**src/rtl/usb_bus_arb.sv**
```systemverilog
// Round-robin two-master arbiter for the usb CSR/EP-status bus, with per-master lock and transfer watchdog.
// Latency: grant one cycle after request, forced idle gap after every ack; masters hold cyc until ack (abort by dropping cyc).
module usb_bus_arb #(
   parameter int TIMEOUT_W = 6
) (
   input  logic        clk,
   input  logic        rst_n,
   input  logic [11:0] m0_addr,
   input  logic [15:0] m0_din,
   output logic [15:0] m0_dout,
   input  logic        m0_cyc,
   input  logic        m0_we,
   input  logic        m0_lock,
   output logic        m0_ack,
   output logic        m0_err,
   input  logic [11:0] m1_addr,
   input  logic [15:0] m1_din,
   output logic [15:0] m1_dout,
   input  logic        m1_cyc,
   input  logic        m1_we,
   input  logic        m1_lock,
   output logic        m1_ack,
   output logic        m1_err,
   output logic [11:0] s_addr,
   output logic [15:0] s_din,
   input  logic [15:0] s_dout,
   output logic        s_cyc,
   output logic        s_we,
   input  logic        s_ack,
   output logic        busy
);

   typedef enum logic [1:0] {IDLE, GNT0, GNT1} state_t;

   state_t               state_q, state_d;
   logic                 last_gnt_q, last_gnt_d;
   logic [TIMEOUT_W-1:0] tmo_cnt_q, tmo_cnt_d;
   logic                 gnt0, gnt1, tmo, last_lock;

   always_ff @(posedge clk or negedge rst_n) begin
      if (!rst_n) begin
         state_q    <= IDLE;
         last_gnt_q <= 1'b1;
         tmo_cnt_q  <= '0;
      end else begin
         state_q    <= state_d;
         last_gnt_q <= last_gnt_d;
         tmo_cnt_q  <= tmo_cnt_d;
      end
   end

   always_comb begin
      state_d    = state_q;
      last_gnt_d = last_gnt_q;
      tmo_cnt_d  = tmo_cnt_q;
      gnt0       = (state_q == GNT0);
      gnt1       = (state_q == GNT1);
      tmo        = (gnt0 | gnt1) & (&tmo_cnt_q) & ~s_ack;
      last_lock  = last_gnt_q ? m1_lock : m0_lock;

      case (state_q)
         IDLE: begin
            // Counter is held at zero here so every grant starts a fresh watchdog window.
            tmo_cnt_d = '0;
            if (m0_cyc & m1_cyc) begin
               last_gnt_d = last_lock ? last_gnt_q : ~last_gnt_q;
               state_d    = last_gnt_d ? GNT1 : GNT0;
            end else if (m0_cyc) begin
               last_gnt_d = 1'b0;
               state_d    = GNT0;
            end else if (m1_cyc) begin
               last_gnt_d = 1'b1;
               state_d    = GNT1;
            end
         end
         GNT0: begin
            tmo_cnt_d = tmo_cnt_q + {{(TIMEOUT_W-1){1'b0}}, 1'b1};
            if (s_ack | tmo | ~m0_cyc) state_d = IDLE;
         end
         GNT1: begin
            tmo_cnt_d = tmo_cnt_q + {{(TIMEOUT_W-1){1'b0}}, 1'b1};
            if (s_ack | tmo | ~m1_cyc) state_d = IDLE;
         end
         default: state_d = IDLE;
      endcase
   end

   // Slave-side request is a pure mux of the granted master; nothing is latched.
   always_comb begin
      s_addr  = gnt1 ? m1_addr : m0_addr;
      s_din   = gnt1 ? m1_din  : m0_din;
      s_we    = gnt1 ? m1_we   : m0_we;
      s_cyc   = (gnt0 & m0_cyc) | (gnt1 & m1_cyc);
      m0_ack  = gnt0 & (s_ack | tmo);
      m1_ack  = gnt1 & (s_ack | tmo);
      m0_err  = gnt0 & tmo;
      m1_err  = gnt1 & tmo;
      m0_dout = (gnt0 & s_ack) ? s_dout : 16'h0000;
      m1_dout = (gnt1 & s_ack) ? s_dout : 16'h0000;
      busy    = (state_q != IDLE);
   end

endmodule

```
**config.mk**
```make
export PLATFORM = sky130hd
export DESIGN_NAME = usb_bus_arb
export DESIGN_NICKNAME = d
export VERILOG_FILES = /design/src/rtl/usb_bus_arb.sv
export SDC_FILE = /design/constraint.sdc
export NUM_CORES = 1
export LEC_CHECK = 0
export BUFFER_PORTS_ARGS = -buffer_cell sky130_fd_sc_hd__buf_2
export CAP_MARGIN = 20
export CORE_MARGIN = 1.5
export CORE_UTILIZATION = 29
export DETAILED_ROUTE_END_ITERATION = 12
export GPL_ROUTABILITY_DRIVEN = 0
export PLACE_DENSITY = 0.79
export SYNTH_ARGS = -nofsm -noshare
export SYNTH_HDL_FRONTEND = slang
export SYNTH_SLANG_ARGS = --single-unit
```
**constraint.sdc**
```tcl
create_clock -name clk -period 1.65 [get_ports clk]
set_clock_uncertainty 0.15 [all_clocks]
set_input_delay 0.33 -clock clk [delete_from_list [all_inputs] [get_ports clk]]
set_output_delay 0.33 -clock clk [all_outputs]
set_load 0.005 [all_outputs]
```
==> reports/results.ini <==
[run_status]
status=finished, violations left
violations=negative setup slack

[grt]
grt_max_degree=15
grt_pass1_vias=1796
grt_usage_pct=26.5
gr-total-overflow=0
antenna_found_initial=0
grt_pass1_wl_mm=8.66

[synth]
yosys.area.top_type_share_pct=27.6
ys_ff_latch=9
yosys_warnings=0
netlist_area_um2=1180
yosys.area.top_type=mux2_2
synth.net_count=220
syn_avg_cell_area_um2=8.83
ys_top_cells_by_area=mux2_2, and3_1, dfrtp_1
synth-seq-area-share_pct=19.1
synthCells=134
synth_cell_types=31

[timing]
worst_pin_slew_ns=0.353
max_freq_ghz=0.479
drv_slew=0
slew_headroom_pct=76.1
period_minus_slack_ns=2.09
whs_ns=0.303
hold_viol=0
setup_viol=71
rsz0062_at_grt=yes
setup_ws_ns=-0.437
period_share_pct=126

[floorplanning]
num_io_pins=148
core_area_um2=3970
die_h_um=66.9
dieWidth_um=66.9
die-area_um2=4470
rows=23
initial_core_util_pct=29.8

[power_and_ir_drop]
ir_drop_v=0.000690
p_sw_mw=1.14
p_int_mw=2.01
power_density_nw_per_um2=1050
p_leak_nw=1.59
p_clk_share_pct=8.5
power_frac_comb_pct=81.1
finalPower_mw=3.15
swShare_pct=36.1
pwr-share-seq_pct=10.4

[setup_path]
cp_cell_sequence=inv_2 -> ha_4 -> buf_12 -> clkbuf_16 -> mux2_4 -> buf_6
r2r-start=state_q[1]
cp_slowest_cell=dfrtp_1
crit_family=buffers and inverters
required_ns=1.17
end_kind=primary output
critical_path.max_fanout=6
worstPathArrival_ns=1.61
slowest_delay_ns=0.39
r2r_setup_slack_ns=-0.20
reg2reg_depth=8
critical_path_class=register to primary output
critPathLaunchType=register
r2r_end=state_q[1]
worstPathBufferInverterCount=4

[place]
pre_cts_ws_ns=-0.187
dp_cells=342
port_buffers=147
dp_hpwl_mm=4.15

[cts]
clock_latency_ns=0.24
clockBufferDepth=2
clock-sinks=9
cts-buffers-inserted=3
cts_tree=built
path_clk_slew_ns=0.05
cts_max_level=1
cts_root_buffer=clkbuf_8

[drt]
drt_pass1_iterations=4
totalWireLength_mm=6.86
drt-initial-drc-count=46
drc=0
wl_per_cell_um=19.1
vias_per_cell=5.13
route.vias.total=1847
drtAntennaViolNets=0

[layout]
area.sequential_um2=226
drive_gt1_share_pct=83.2
fillers=255
fin_cells=360
utilization_pct=75.9
synthToLayoutAreaGrowth_pct=155
multi_input_area_um2=1230
antennaDiodeCount=0
layout.nets=397

[worst_hold_path]
hold_path_class=primary input to register
holdCritStartpoint=m0_cyc
holdPathStages=3
hold_end=last_gnt_q

[job]
maxCapViolations=0

==> cell usage in the layout, fill, tap and decap left out, types with 2 or more instances in the layout <==
cell | synthesis | routed
nand2b_1 | 2 | 2
and3_4 | 0 | 29
buf_4 | 1 | 14
o21ai_0 | 3 | 2
nand3_1 | 3 | 3
and3_1 | 34 | 5
nor2_1 | 6 | 5
nor2b_1 | 2 | 2
clkbuf_8 | 0 | 3
inv_1 | 5 | 2
dfrtp_1 | 8 | 8
o2111ai_2 | 0 | 2
o21a_1 | 3 | 3
a22o_1 | 2 | 2
buf_8 | 0 | 2
o211ai_1 | 2 | 2
mux2_4 | 0 | 29
buf_12 | 0 | 2
ha_4 | 0 | 4
inv_2 | 0 | 3
nand2_1 | 5 | 5
buf_6 | 0 | 65
buf_2 | 3 | 97
==> worst max path at each step <==
stage                           from          to  slack (ns)  cells past startpoint
final                     state_q[0]    s_din[1]       -0.44                      6
after global routing      state_q[0]      m1_ack       -0.48                      7
after CTS                 state_q[1]    s_din[4]       -0.40                      5
after detailed placement  state_q[0]   s_din[15]       -0.19                      5
after global placement    state_q[0]        s_we       -0.14                      5
after floorplan           state_q[0]  s_addr[10]        -0.1                      5
==> flip-flops by register name, summed over array words and instances (netlist names) <==
register    flops
last_gnt_q      1
state_q         2
tmo_cnt_q       6
==> cell usage after synthesis <==
cell       count
a311o_1        1
o211ai_1       2
dfrtp_1        8
or2_1          1
or3_1          1
nand4_2        1
nor2b_1        2
o211a_1        1
inv_1          5
o311ai_1       1
o2111ai_1      2
buf_4          1
nand2b_1       2
o21ai_0        3
buf_2          3
nand2_1        5
mux2_2        29
mux2_1         1
xor2_1         1
nand3_1        3
a22o_2         1
nand4b_4       1
and3_1        34
clkbuf_1       6
ha_1           5
mux2i_1        1
dfstp_2        1
a22o_1         2
o21a_1         3
a21oi_1        1
nor2_1         6
==> worst min-delay path: cells and delay by family <==
family,cells,cell delay [ns]
buffers and inverters,1,0.11
AOI/OAI and AO/OA,2,0.25
==> through the flow <==
stage / TNS [ns] / cell area [um2]
2_1_floorplan: -2.67 / 1290
3_3_place_gp: -4.52 / 2190
3_5_place_dp: -6.19 / 2190
4_1_cts: -22.98 / 2840
5_1_grt: -25.86 / 3020
6_report: -22.70 / 3020
==> layout make-up <==
cell class	instances	area share [%]
clock buffer	4	1.49
inverter	5	0.622
multi-input combinational	110	41.0
sequential	9	7.51
tap	50	2.07
timing repair buffer	182	47.3
==> layer usage <==
| layer | GRT usage (%) | part of all wire [%] | up-vias |
|---|---|---|---|
| met3 | 5.24 | 6.6 | 29 |
| met1 | 25.1 | 33 | 885 |
| met2 | 51.1 | 54 | 86 |
| li1 | - | - | 847 |
| met5 | 0 | 0 | - |
| met4 | 17.1 | 6.0 | 0 |
==> cell families (layout without fill, tap and decap cells) <==
logic type               after synthesis  after routing  synth area share (%)
multiplexers                          31             31                  29.4
flip-flops                             9              9                  19.1
AND/OR/NAND/NOR                       56             56                  29.0
XOR/XNOR                               1              1                 0.740
AO/OA/AOI/OAI                         17             17                  11.1
buffers and inverters                 15            191                  5.39
adder cells (fa/ha/maj)                5              5                  5.29
==> power by group through the flow <==
stage	Clock, mW	Combinational [mW]	Sequential, mW
floorplan	0	0.911	0.337
global placement	0	1.54	0.318
detailed placement	0	1.57	0.320
CTS	0.268	2.35	0.326
global route	0.289	2.70	0.332
finish	0.269	2.56	0.327
==> repair_timing <==
action                                  4_1_cts  5_1_grt
hold buffers                                  1        0
buffers inserted                              8        3
endpoints found under the hold margin         8        0
gates resized for setup                      88       38
cloned                                        4        1
endpoints found under the setup margin       70       72
pin swaps                                    22       10
Power figures use the tool's default switching activity.
